$ cat src/rtl/id_ex_pipe_if.sv
// Decode-to-execute bus for the ID/EX pipeline register.
// The master is the decode side; the slave is id_ex_pipe.
interface id_ex_pipe_if #(
  parameter int unsigned XLEN = 32
);
  logic            id_valid_i;
  logic            branch_i, mem_rd_i, mem_to_reg_i, mem_wr_i, a_sel_i, b_sel_i;
  logic            reg_wr_i, jump_i, pc_to_reg_i;
  logic [1:0]      alu_op_i;
  logic            pc_wr_en_i;
  logic [XLEN-1:0] pc_i, rs1_data_i, rs2_data_i, imm_i;
  logic [4:0]      rs1_addr_i, rs2_addr_i, rd_addr_i;
  logic [2:0]      funct3_i;
  logic            funct7b5_i;
  logic            flush_i;

  logic            valid_o;
  logic            branch_o, mem_rd_o, mem_to_reg_o, mem_wr_o, a_sel_o, b_sel_o;
  logic            reg_wr_o, jump_o, pc_to_reg_o;
  logic [1:0]      alu_op_o;
  logic            pc_wr_en_o;
  logic [XLEN-1:0] pc_o, rs1_data_o, rs2_data_o, imm_o;
  logic [4:0]      rs1_addr_o, rs2_addr_o, rd_addr_o;
  logic [2:0]      funct3_o;
  logic            funct7b5_o;
  logic            stall_o;
  logic            halted_o;

  modport master (
    output id_valid_i, branch_i, mem_rd_i, mem_to_reg_i, mem_wr_i, a_sel_i, b_sel_i,
           reg_wr_i, jump_i, pc_to_reg_i, alu_op_i, pc_wr_en_i, pc_i, rs1_data_i,
           rs2_data_i, imm_i, rs1_addr_i, rs2_addr_i, rd_addr_i, funct3_i, funct7b5_i,
           flush_i,
    input  valid_o, branch_o, mem_rd_o, mem_to_reg_o, mem_wr_o, a_sel_o, b_sel_o,
           reg_wr_o, jump_o, pc_to_reg_o, alu_op_o, pc_wr_en_o, pc_o, rs1_data_o,
           rs2_data_o, imm_o, rs1_addr_o, rs2_addr_o, rd_addr_o, funct3_o, funct7b5_o,
           stall_o, halted_o
  );

  modport slave (
    input  id_valid_i, branch_i, mem_rd_i, mem_to_reg_i, mem_wr_i, a_sel_i, b_sel_i,
           reg_wr_i, jump_i, pc_to_reg_i, alu_op_i, pc_wr_en_i, pc_i, rs1_data_i,
           rs2_data_i, imm_i, rs1_addr_i, rs2_addr_i, rd_addr_i, funct3_i, funct7b5_i,
           flush_i,
    output valid_o, branch_o, mem_rd_o, mem_to_reg_o, mem_wr_o, a_sel_o, b_sel_o,
           reg_wr_o, jump_o, pc_to_reg_o, alu_op_o, pc_wr_en_o, pc_o, rs1_data_o,
           rs2_data_o, imm_o, rs1_addr_o, rs2_addr_o, rd_addr_o, funct3_o, funct7b5_o,
           stall_o, halted_o
  );
endinterface

$ cat src/rtl/id_ex_pipe.sv
// ID/EX pipeline register with load-use stall, flush and SYSTEM-instruction halt.
// Define ID_EX_LOAD_USE_EN to enable hardware load-use hazard detection.
module id_ex_pipe #(
  parameter int unsigned XLEN = 32
) (
  input logic         clk_i,
  input logic         rst_n_i,
  id_ex_pipe_if.slave bus
);
  typedef struct packed {
    logic       branch, mem_rd, mem_to_reg, mem_wr, a_sel, b_sel, reg_wr, jump, pc_to_reg;
    logic [1:0] alu_op;
    logic       pc_wr_en;
  } ctrl_t;

  typedef enum logic [0:0] {StRun, StHalt} state_e;

  state_e          state_q;
  logic            valid_q;
  ctrl_t           ctrl_q, ctrl_in;
  logic [XLEN-1:0] pc_q, rs1_data_q, rs2_data_q, imm_q;
  logic [4:0]      rs1_addr_q, rs2_addr_q, rd_addr_q;
  logic [2:0]      funct3_q;
  logic            funct7b5_q;
  logic            lu, bubble, sys_instr;

  assign ctrl_in = {bus.branch_i, bus.mem_rd_i, bus.mem_to_reg_i, bus.mem_wr_i, bus.a_sel_i,
                    bus.b_sel_i, bus.reg_wr_i, bus.jump_i, bus.pc_to_reg_i, bus.alu_op_i,
                    bus.pc_wr_en_i};

`ifdef ID_EX_LOAD_USE_EN
  logic use_rs1, use_rs2;
  assign use_rs1 = !bus.a_sel_i && (bus.alu_op_i != 2'b11);
  assign use_rs2 = !bus.b_sel_i || bus.mem_wr_i || bus.branch_i;
  assign lu = valid_q && ctrl_q.mem_rd && (rd_addr_q != 5'd0) && bus.id_valid_i &&
              ((use_rs1 && (bus.rs1_addr_i == rd_addr_q)) ||
               (use_rs2 && (bus.rs2_addr_i == rd_addr_q)));
`else
  assign lu = 1'b0;
`endif

  assign bubble    = bus.flush_i || (state_q == StHalt) || lu;
  assign sys_instr = bus.id_valid_i && !bus.pc_wr_en_i;

  always_ff @(posedge clk_i or negedge rst_n_i) begin
    if (!rst_n_i) begin
      state_q    <= StRun;
      valid_q    <= 1'b0;
      ctrl_q     <= '0;
      pc_q       <= '0;
      rs1_data_q <= '0;
      rs2_data_q <= '0;
      imm_q      <= '0;
      rs1_addr_q <= '0;
      rs2_addr_q <= '0;
      rd_addr_q  <= '0;
      funct3_q   <= '0;
      funct7b5_q <= 1'b0;
    end else if (bubble) begin
      valid_q <= 1'b0;
      ctrl_q  <= '0;
    end else if (sys_instr) begin
      // The SYSTEM instruction never executes; it only parks the core.
      state_q <= StHalt;
      valid_q <= 1'b0;
      ctrl_q  <= '0;
    end else begin
      valid_q    <= bus.id_valid_i;
      ctrl_q     <= bus.id_valid_i ? ctrl_in : '0;
      pc_q       <= bus.pc_i;
      rs1_data_q <= bus.rs1_data_i;
      rs2_data_q <= bus.rs2_data_i;
      imm_q      <= bus.imm_i;
      rs1_addr_q <= bus.rs1_addr_i;
      rs2_addr_q <= bus.rs2_addr_i;
      rd_addr_q  <= bus.rd_addr_i;
      funct3_q   <= bus.funct3_i;
      funct7b5_q <= bus.funct7b5_i;
    end
  end

  assign bus.valid_o = valid_q;
  assign {bus.branch_o, bus.mem_rd_o, bus.mem_to_reg_o, bus.mem_wr_o, bus.a_sel_o,
          bus.b_sel_o, bus.reg_wr_o, bus.jump_o, bus.pc_to_reg_o, bus.alu_op_o,
          bus.pc_wr_en_o} = ctrl_q;
  assign bus.pc_o       = pc_q;
  assign bus.rs1_data_o = rs1_data_q;
  assign bus.rs2_data_o = rs2_data_q;
  assign bus.imm_o      = imm_q;
  assign bus.rs1_addr_o = rs1_addr_q;
  assign bus.rs2_addr_o = rs2_addr_q;
  assign bus.rd_addr_o  = rd_addr_q;
  assign bus.funct3_o   = funct3_q;
  assign bus.funct7b5_o = funct7b5_q;
  // Flush kills a wrong-path dependent, so it must not hold the front end.
  assign bus.stall_o    = (state_q == StHalt) || (lu && !bus.flush_i);
  assign bus.halted_o   = (state_q == StHalt);
endmodule
$ cat src/flat_wrapper.sv
// flat-port wrapper written by rule: the top's interface ports become plain ports
module id_ex_pipe_flat 
#(
  parameter int unsigned XLEN = 32
)
  (clk_i, rst_n_i, bus_id_valid_i, bus_branch_i, bus_mem_rd_i, bus_mem_to_reg_i, bus_mem_wr_i, bus_a_sel_i, bus_b_sel_i, bus_reg_wr_i, bus_jump_i, bus_pc_to_reg_i, bus_alu_op_i, bus_pc_wr_en_i, bus_pc_i, bus_rs1_data_i, bus_rs2_data_i, bus_imm_i, bus_rs1_addr_i, bus_rs2_addr_i, bus_rd_addr_i, bus_funct3_i, bus_funct7b5_i, bus_flush_i, bus_valid_o, bus_branch_o, bus_mem_rd_o, bus_mem_to_reg_o, bus_mem_wr_o, bus_a_sel_o, bus_b_sel_o, bus_reg_wr_o, bus_jump_o, bus_pc_to_reg_o, bus_alu_op_o, bus_pc_wr_en_o, bus_pc_o, bus_rs1_data_o, bus_rs2_data_o, bus_imm_o, bus_rs1_addr_o, bus_rs2_addr_o, bus_rd_addr_o, bus_funct3_o, bus_funct7b5_o, bus_stall_o, bus_halted_o);
  id_ex_pipe_if #(.XLEN(XLEN)) bus_i ();
  input logic clk_i;
  input logic rst_n_i;
  input wire logic [$bits(bus_i.id_valid_i)-1:0] bus_id_valid_i;
  input wire logic [$bits(bus_i.branch_i)-1:0] bus_branch_i;
  input wire logic [$bits(bus_i.mem_rd_i)-1:0] bus_mem_rd_i;
  input wire logic [$bits(bus_i.mem_to_reg_i)-1:0] bus_mem_to_reg_i;
  input wire logic [$bits(bus_i.mem_wr_i)-1:0] bus_mem_wr_i;
  input wire logic [$bits(bus_i.a_sel_i)-1:0] bus_a_sel_i;
  input wire logic [$bits(bus_i.b_sel_i)-1:0] bus_b_sel_i;
  input wire logic [$bits(bus_i.reg_wr_i)-1:0] bus_reg_wr_i;
  input wire logic [$bits(bus_i.jump_i)-1:0] bus_jump_i;
  input wire logic [$bits(bus_i.pc_to_reg_i)-1:0] bus_pc_to_reg_i;
  input wire logic [$bits(bus_i.alu_op_i)-1:0] bus_alu_op_i;
  input wire logic [$bits(bus_i.pc_wr_en_i)-1:0] bus_pc_wr_en_i;
  input wire logic [$bits(bus_i.pc_i)-1:0] bus_pc_i;
  input wire logic [$bits(bus_i.rs1_data_i)-1:0] bus_rs1_data_i;
  input wire logic [$bits(bus_i.rs2_data_i)-1:0] bus_rs2_data_i;
  input wire logic [$bits(bus_i.imm_i)-1:0] bus_imm_i;
  input wire logic [$bits(bus_i.rs1_addr_i)-1:0] bus_rs1_addr_i;
  input wire logic [$bits(bus_i.rs2_addr_i)-1:0] bus_rs2_addr_i;
  input wire logic [$bits(bus_i.rd_addr_i)-1:0] bus_rd_addr_i;
  input wire logic [$bits(bus_i.funct3_i)-1:0] bus_funct3_i;
  input wire logic [$bits(bus_i.funct7b5_i)-1:0] bus_funct7b5_i;
  input wire logic [$bits(bus_i.flush_i)-1:0] bus_flush_i;
  output wire logic [$bits(bus_i.valid_o)-1:0] bus_valid_o;
  output wire logic [$bits(bus_i.branch_o)-1:0] bus_branch_o;
  output wire logic [$bits(bus_i.mem_rd_o)-1:0] bus_mem_rd_o;
  output wire logic [$bits(bus_i.mem_to_reg_o)-1:0] bus_mem_to_reg_o;
  output wire logic [$bits(bus_i.mem_wr_o)-1:0] bus_mem_wr_o;
  output wire logic [$bits(bus_i.a_sel_o)-1:0] bus_a_sel_o;
  output wire logic [$bits(bus_i.b_sel_o)-1:0] bus_b_sel_o;
  output wire logic [$bits(bus_i.reg_wr_o)-1:0] bus_reg_wr_o;
  output wire logic [$bits(bus_i.jump_o)-1:0] bus_jump_o;
  output wire logic [$bits(bus_i.pc_to_reg_o)-1:0] bus_pc_to_reg_o;
  output wire logic [$bits(bus_i.alu_op_o)-1:0] bus_alu_op_o;
  output wire logic [$bits(bus_i.pc_wr_en_o)-1:0] bus_pc_wr_en_o;
  output wire logic [$bits(bus_i.pc_o)-1:0] bus_pc_o;
  output wire logic [$bits(bus_i.rs1_data_o)-1:0] bus_rs1_data_o;
  output wire logic [$bits(bus_i.rs2_data_o)-1:0] bus_rs2_data_o;
  output wire logic [$bits(bus_i.imm_o)-1:0] bus_imm_o;
  output wire logic [$bits(bus_i.rs1_addr_o)-1:0] bus_rs1_addr_o;
  output wire logic [$bits(bus_i.rs2_addr_o)-1:0] bus_rs2_addr_o;
  output wire logic [$bits(bus_i.rd_addr_o)-1:0] bus_rd_addr_o;
  output wire logic [$bits(bus_i.funct3_o)-1:0] bus_funct3_o;
  output wire logic [$bits(bus_i.funct7b5_o)-1:0] bus_funct7b5_o;
  output wire logic [$bits(bus_i.stall_o)-1:0] bus_stall_o;
  output wire logic [$bits(bus_i.halted_o)-1:0] bus_halted_o;
  assign bus_i.id_valid_i = bus_id_valid_i;
  assign bus_i.branch_i = bus_branch_i;
  assign bus_i.mem_rd_i = bus_mem_rd_i;
  assign bus_i.mem_to_reg_i = bus_mem_to_reg_i;
  assign bus_i.mem_wr_i = bus_mem_wr_i;
  assign bus_i.a_sel_i = bus_a_sel_i;
  assign bus_i.b_sel_i = bus_b_sel_i;
  assign bus_i.reg_wr_i = bus_reg_wr_i;
  assign bus_i.jump_i = bus_jump_i;
  assign bus_i.pc_to_reg_i = bus_pc_to_reg_i;
  assign bus_i.alu_op_i = bus_alu_op_i;
  assign bus_i.pc_wr_en_i = bus_pc_wr_en_i;
  assign bus_i.pc_i = bus_pc_i;
  assign bus_i.rs1_data_i = bus_rs1_data_i;
  assign bus_i.rs2_data_i = bus_rs2_data_i;
  assign bus_i.imm_i = bus_imm_i;
  assign bus_i.rs1_addr_i = bus_rs1_addr_i;
  assign bus_i.rs2_addr_i = bus_rs2_addr_i;
  assign bus_i.rd_addr_i = bus_rd_addr_i;
  assign bus_i.funct3_i = bus_funct3_i;
  assign bus_i.funct7b5_i = bus_funct7b5_i;
  assign bus_i.flush_i = bus_flush_i;
  assign bus_valid_o = bus_i.valid_o;
  assign bus_branch_o = bus_i.branch_o;
  assign bus_mem_rd_o = bus_i.mem_rd_o;
  assign bus_mem_to_reg_o = bus_i.mem_to_reg_o;
  assign bus_mem_wr_o = bus_i.mem_wr_o;
  assign bus_a_sel_o = bus_i.a_sel_o;
  assign bus_b_sel_o = bus_i.b_sel_o;
  assign bus_reg_wr_o = bus_i.reg_wr_o;
  assign bus_jump_o = bus_i.jump_o;
  assign bus_pc_to_reg_o = bus_i.pc_to_reg_o;
  assign bus_alu_op_o = bus_i.alu_op_o;
  assign bus_pc_wr_en_o = bus_i.pc_wr_en_o;
  assign bus_pc_o = bus_i.pc_o;
  assign bus_rs1_data_o = bus_i.rs1_data_o;
  assign bus_rs2_data_o = bus_i.rs2_data_o;
  assign bus_imm_o = bus_i.imm_o;
  assign bus_rs1_addr_o = bus_i.rs1_addr_o;
  assign bus_rs2_addr_o = bus_i.rs2_addr_o;
  assign bus_rd_addr_o = bus_i.rd_addr_o;
  assign bus_funct3_o = bus_i.funct3_o;
  assign bus_funct7b5_o = bus_i.funct7b5_o;
  assign bus_stall_o = bus_i.stall_o;
  assign bus_halted_o = bus_i.halted_o;
  id_ex_pipe #(.XLEN(XLEN)) u_core (.clk_i(clk_i), .rst_n_i(rst_n_i), .bus(bus_i));
endmodule
$ cat config.mk
export PLATFORM = sky130hd
export DESIGN_NAME = id_ex_pipe_flat
export DESIGN_NICKNAME = d
export VERILOG_FILES = /design/src/rtl/id_ex_pipe_if.sv /design/src/rtl/id_ex_pipe.sv /design/src/flat_wrapper.sv
export SDC_FILE = /design/constraint.sdc
export NUM_CORES = 1
export LEC_CHECK = 0
export ABC_AREA = 0
export BUFFER_PORTS_ARGS = -buffer_cell sky130_fd_sc_hd__buf_2
export CAP_MARGIN = 20
export CORE_ASPECT_RATIO = 0.7
export CORE_MARGIN = 3
export CORE_UTILIZATION = 45
export DETAILED_ROUTE_END_ITERATION = 7
export HOLD_SLACK_MARGIN = 0.03
export PLACE_DENSITY = 0.76
export RECOVER_POWER = 25
export SKIP_LAST_GASP = 1
export SYNTH_ARGS = -nofsm -noshare
export SYNTH_HDL_FRONTEND = slang
export SYNTH_SLANG_ARGS = --single-unit
$ cat constraint.sdc
create_clock -name clk_i -period 1.5 [get_ports clk_i]
set_input_delay 0.225 -clock clk_i [delete_from_list [all_inputs] [get_ports clk_i]]
set_output_delay 0.225 -clock clk_i [all_outputs]
set_load 0.05 [all_outputs]
==> results.md, run 1 <==
- Status: finished, final reports clean
- Final ANT Viol Nets: 0
- Warnings, synthesis: 0
- CP max FO: 3
- Worst path required time: 1.27 ns
- IR Drop Worst-Case VDD: 1.33 mV
- Die Wd: around 150 um
- Worst Path Arrival: 1.22 ns
- Top cells by instance count after synthesis: 160 x dfrtp_1, 130 x mux2_4, 17 x mux2_2
- Yosys reg bits: 160
- Sequential cell area fraction in the yosys report: 61.1%
- CP Class: reg2out
- CP Launch Type: flip-flop
- # rows: 36
- First-pass GRT wire length: ~26000 um
- Placer Congestion: 0.760
- Buffers on Ports: 324
- CTS HTree Levels: 4
- Worst clock skew: between 0.008 and 0.009 ns
- DR DRC count: 0
- Vias in the first global route: 4861
- RSZ-0062 raised after global routing: false
- Initial antenna violation count: 1
- Root Buffer: clkbuf_16
- Core box area: 14100 um2
- CTS Buf Count: 17
- Crit share post-route: 96.6%
- Worst-margin pin slew: 0.622 ns
- Min cycle time layout: 1.45 ns
- Synth Instances: 342
- Cell area after synthesis: 6560 um2
- Nets: 903
- Max_slew headroom: around 60%
- R2R cell count: 5
- Area delta synth->final: 45.7%
- Synthesized area per cell: 19.2 um2
- Share of the synthesized area in the top cell type: between 60% and 70%
- Die Span Y: around 110 um
- Terminus of the critical flop-to-flop path: u_core.bus.pc_o[0]
- Max Fclk: slightly below 0.7 GHz
- Via density: around 4.7
- Gr ovfl total: 0
- Fillers: around 950
- Crit end category: primary output
- Asr flop ratio synth: 100%
- CTS max path bufs: 2
- Detailed placement HPWL: 11900 um
- Die area: 16100 um2
- WL final: 17200 um
- Layout cell share with drive strength beyond 1: 69.9%
- Pwr/cell area: 2160 nW/um2
- Endpoint, Worst Hold: u_core.bus.rs2_data_o[17]
- Router iterations before antenna repair: 4
- Total Routing Usage GR: 21.3%
- Total number of vias: 4446
- Synth Flop Type: dfrtp_1
- Synthesized Nets: 505
- Max-cap violations: 0
- Initial Util: 46.5%
- CTS tree: yes
- Final setup fails: 0
- DR iter-0 viols: 154
- Largest cells by area after synthesis: dfrtp_1 61%, mux2_4 30%, buf_12 3.4%
- Pin count of the biggest net entering global routing: 62
- Clk pin slew, worst setup/hold paths: 0.06 ns
- Hold depth: 2
- Most frequent cell after synthesis: dfrtp_1
- Clk_lat worst skew: 0.41 ns
- Fin. Hold Viols: 0
- Number of synthesized flops with an enable pin: 0
- Final max-slew violation count: 0
- Post-synth top area cell: dfrtp_1
- R2R setup slack: about 0.070 ns
- Design area: 9550 um2
- Hold Path Origin: bus_rs2_data_i[17]
- R2r startpoint: u_core.bus.halted_o
- Pleak: 5.24 nW
- Tightest Hold Check Type: in2reg
- Clk sinks: 160
- Wire per inst: 18.3 um
- Total negative slack: 0 ns
- Boundary Pins: 325
- Dpl cell area: approximately 8400 um2
- Synth cell types: 13
-- cell families after synthesis --
group | synth area share [%]
simple gates | 1.70
compound gates | 0.115
buf+inv | 4.43
mux | 32.7
flops | 61.1
-- final cells by class --
class | instances | area [um2] | share of cell area (%)
timing repair buffer | 396 | 2380 | 24.9
antenna | 1 | 2.50 | 0.0262
clock inverter | 12 | 180 | 1.89
sequential | 160 | 4010 | 41.9
multi-input combinational | 165 | 2300 | 24.1
clock buffer | 20 | 447 | 4.68
tap | 190 | 238 | 2.49
-- registers in the layout (all words and copies together) (netlist names), 2 cells and up --
signal	cells
u_core.bus.imm_o	32
u_core.bus.rs2_data_o	32
u_core.bus.rs1_addr_o	5
u_core.bus.funct3_o	3
u_core.bus.rd_addr_o	5
u_core.bus.rs1_data_o	32
u_core.bus.alu_op_o	2
u_core.bus.pc_o	32
u_core.bus.rs2_addr_o	5
-- critical path: stages, from the launching register on --
cell	delay (ns)
dfrtp_2	0.40
buf_4	0.14
buf_2	0.27
-- what timing repair did --
| item | CTS | global route |
|---|---|---|
| pin swaps | 1 | 2 |
| buffers inserted | 0 | 1 |
| endpoints found under the hold margin | 80 | 4 |
| endpoints found under the setup margin | 2 | 64 |
| gates resized for setup | 0 | 1 |
| gates cloned | 1 | 1 |
| hold buffers | 49 | 4 |
-- report_power, final --
part,internal [mW],switching (mW),leakage (nW)
Clock,2.85,1.74,0.302
Combinational,2.93,6.50,3.04
Sequential,5.77,0.862,1.90
-- cells in the final DEF, fill, tap and decap left out, drive strengths merged --
cell type / n
buf: 341
dfrtp: 160
mux2: 147
dlygate4sd3: 53
clkbuf: 22
and2: 11
bufinv: 4
inv: 4
nand2: 3
clkinv: 2
clkinvlp: 2
diode: 1
nor2: 1
and3: 1
nand2b: 1
o21bai: 1
-- per-layer routing --
| layer | up-vias | GRT usage, % | routed length [um] |
|---|---|---|---|
| met5 | - | 0 | 0 |
| met2 | 198 | 37.0 | 9010 |
| met1 | 2238 | 25.4 | 6690 |
| met3 | 19 | 6.68 | 1300 |
| li1 | 1991 | - | - |
| met4 | 0 | 6.14 | 235 |
-- through the flow --
stage	instances	hold slack (ns)	setup slack, ns	total power [mW]	utilization [%]
floorplan	342	-0.0706	0.0399	13.7	-
global placement	855	0.133	0.0410	15.8	59.3
detailed placement	855	0.147	0.00547	16.0	59.3
CTS	937	0.0300	0.0154	20.8	67.3
global route	944	0.0248	0.0137	21.5	67.7
finish	944	0.0446	0.0517	20.7	67.7
-- how the worst max path moves through the flow --
| stage | startpoint | end | slack (ns) | cells past startpoint |
|---|---|---|---|---|
| 3_3_place_gp | u_core.bus.halted_o | u_core.bus.rs1_data_o[23] | 0.04 | 4 |
| 5_1_grt | u_core.bus.halted_o | bus_stall_o | 0.01 | 2 |
| 4_1_cts | u_core.bus.halted_o | u_core.bus.pc_o[0] | 0.02 | 4 |
| 2_1_floorplan | u_core.bus.halted_o | u_core.bus.funct3_o[2] | 0.04 | 5 |
| 6_report | u_core.bus.halted_o | bus_stall_o | 0.05 | 2 |
| 3_5_place_dp | u_core.bus.halted_o | u_core.bus.rs1_data_o[23] | 0.005 | 4 |
No activity file was read; power rests on OpenSTA's default activity.
==> run 2: changes to the inputs <==
--- a/config.mk
+++ b/config.mk
@@ -8,12 +8,11 @@
 export ABC_AREA = 0
 export BUFFER_PORTS_ARGS = -buffer_cell sky130_fd_sc_hd__buf_2
 export CAP_MARGIN = 20
-export CORE_ASPECT_RATIO = 0.7
 export CORE_MARGIN = 3
 export CORE_UTILIZATION = 45
 export DETAILED_ROUTE_END_ITERATION = 7
 export HOLD_SLACK_MARGIN = 0.03
-export PLACE_DENSITY = 0.76
+export PLACE_DENSITY = 0.79
 export RECOVER_POWER = 25
 export SKIP_LAST_GASP = 1
 export SYNTH_ARGS = -nofsm -noshare
==> results.md, run 2 (synthesis results as in run 1) <==
- Initial antenna violation count: 0 (-1)
- DR DRC count: 0 (unchanged)
- Wire per inst: 19.4 um (+6.3%)
- Fin. Hold Viols: 0 (unchanged)
- DR iter-0 viols: 174 (+13%)
- CP Class: in2reg
- Total number of vias: 4656 (+4.7%)
- Core box area: 14000 um2 (-0.40%)
- Buffers on Ports: 324 (unchanged)
- Worst path max stage delay: 0.60 ns (+0.20 ns)
- CP max FO: 11 (+8)
- Final setup fails: 0 (unchanged)
- Pwr/cell area: 2010 nW/um2 (-7.2%)
- Area of the multi-input gates: 2320 um2 (+0.87%)
- Max-cap violations: 0 (unchanged)
- Commonest non-fill, non-tap cell in the layout: buf_2
- RSZ-0062 raised after global routing: true
- Worst clock skew: 0.0106 ns (+0.00234 ns)
- Worst Path Arrival: 1.79 ns (+0.57 ns)
- Slowest stage cell, crit path: dlygate4sd3_1
- Gr ovfl total: 0 (unchanged)
- CTS max path bufs: 2 (unchanged)
- Commonest cells after routing, fill and taps aside: 322 x buf_2, 159 x dfrtp_1, 130 x mux2_4
- Total Routing Usage GR: 22.3% (+1.1 points)
- Design area: 10000 um2 (+5.0%)
- First-pass GRT wire length: 27900 um (+5.8%)
- Non-Filler Instances: 983 (+4.1%)
- CTS tree: yes
- Die area: 16100 um2 (-0.14%)
- Total negative slack: 0 ns (unchanged)
- CTS HTree Levels: 4 (unchanged)
- Crit end category: flip-flop
- Crit share post-route: 99.7% (+3.2 points)
- CP Launch Type: primary input
- Clk pin slew, worst setup/hold paths: 0.06 ns (about the same)
- Clk sinks: 160 (unchanged)
- Final max-slew violation count: 0 (unchanged)
- Dpl ws: -0.0441 ns (-0.0495 ns)
- Boundary Pins: 325 (unchanged)
- Max_slew headroom: 38.1% (-20 points)
- Vias in the first global route: 5132 (+5.6%)
- Fillers: 873 (-8.5%)
- Dpl cell area: 8320 um2 (-0.51%)
- Final ANT Viol Nets: 0 (unchanged)
- Max Fclk: 0.668 GHz (-3.2%)
- Clk_lat worst skew: 0.42 ns (about the same)
- WL final: 19100 um (+11%)
- Die Span Y: 127 um (+18%)
- # rows: 43 (+19%)
- Root Buffer: clkbuf_16
- Placer Congestion: 0.843 (+11%)
- Antenna cells: 0 (-1)
- FF+latch area: 4010 um2 (unchanged)
- Worst hold slack: 0.0464 ns (+0.00183 ns)
- Pin count of the biggest net entering global routing: 47 (-24%)
- Nets: 954 (+5.6%)
- Worst-margin pin slew: 0.928 ns (+0.306 ns)
- Placed instance count: 846 (-1.1%)
- Die Wd: 127 um (-16%)
- Setup ws final: 0.00404 ns (-0.0476 ns)
- Critical-path cell list: dlygate4sd3_1 > nor2_4 > buf_8 > nand2_8 > clkbuf_16 > mux2_4
- Initial Util: 46.7% (+0.19 points)
- CTS Buf Count: 17 (unchanged)
- Detailed placement HPWL: 11700 um (-1.1%)
- Via density: 4.74 (+0.57%)
- Area delta synth->final: 53.0%
- IR Drop Worst-Case VDD: 1.45 mV (+8.8%)
- Pleak: 5.46 nW (+4.1%)
- Worst path required time: 1.79 ns (+0.52 ns)
- Status: finished, final reports clean
- Layout cell share with drive strength beyond 1: 66.1% (-3.7 points)
- Router iterations before antenna repair: 4 (unchanged)
- Min cycle time layout: 1.50 ns (+0.0476 ns)
- Tightest Hold Check Type: in2reg
## run 2: what timing repair did
item | 4_1_cts | 5_1_grt
gates cloned | 0 | 8
hold buffers | 93 | 3
endpoints found under the hold margin | 120 | 3
endpoints found under the setup margin | 17 | 128
pin swaps | 0 | 2
buffers inserted | 0 | 3
gates resized for setup | 1 | 12
## run 2: area by class of cell
type,instances,share of cell area [%]
Multi-Input combinational cell,166,23.1
Sequential cell,160,39.9
Timing Repair Buffer,446,29.4
Clock inverter,8,0.586
Clock buffer,23,4.66
Tap cell,180,2.24
## run 2: critical path: cells and delay by family
kind	cells	cell delay (ns)
buf+inv	3	0.98
mux	1	0.31
simple gates	2	0.26
## run 2: metal layers
layer | track usage [%] | routed length [um] | share of wire, %
met1 | 25.5 | 7250 | 38
met2 | 39.4 | 9980 | 52
met3 | 5.56 | 1160 | 6.1
met4 | 10.2 | 684 | 3.6
met5 | 0 | 0 | 0
## run 2: final timing paths
kind,from,end,slack [ns],depth (start not counted)
max in group asynchronous,rst_n_i,u_core.bus.halted_o,0.17,3
min in group asynchronous,rst_n_i,u_core.bus.imm_o[6],0.49,2
setup reg to reg,u_core.bus.halted_o,u_core.bus.rs2_data_o[18],0.01,5
hold reg to reg,u_core.bus.rs2_data_o[19],u_core.bus.rs2_data_o[19],0.50,1
hold / removal,bus_pc_i[5],u_core.bus.pc_o[5],0.05,2
setup / recovery,bus_flush_i,u_core.bus.rs2_data_o[18],0.004,6
## run 2: per-stage QoR
stage / utilization (%) / total power [mW]
2_1_floorplan: - / 13.7
3_3_place_gp: 59.3 / 15.9
3_5_place_dp: 59.3 / 16.0
4_1_cts: 69.7 / 20.1
5_1_grt: 71.5 / 20.9
6_report: 71.5 / 20.1
## run 2: where the power goes
part,internal (mW),switching [mW],leakage (nW),total (mW)
clock,2.20,1.67,0.250,3.87
combinational,3.02,6.60,3.30,9.61
sequential,5.77,0.879,1.90,6.65
total,11.0,9.14,5.46,20.1
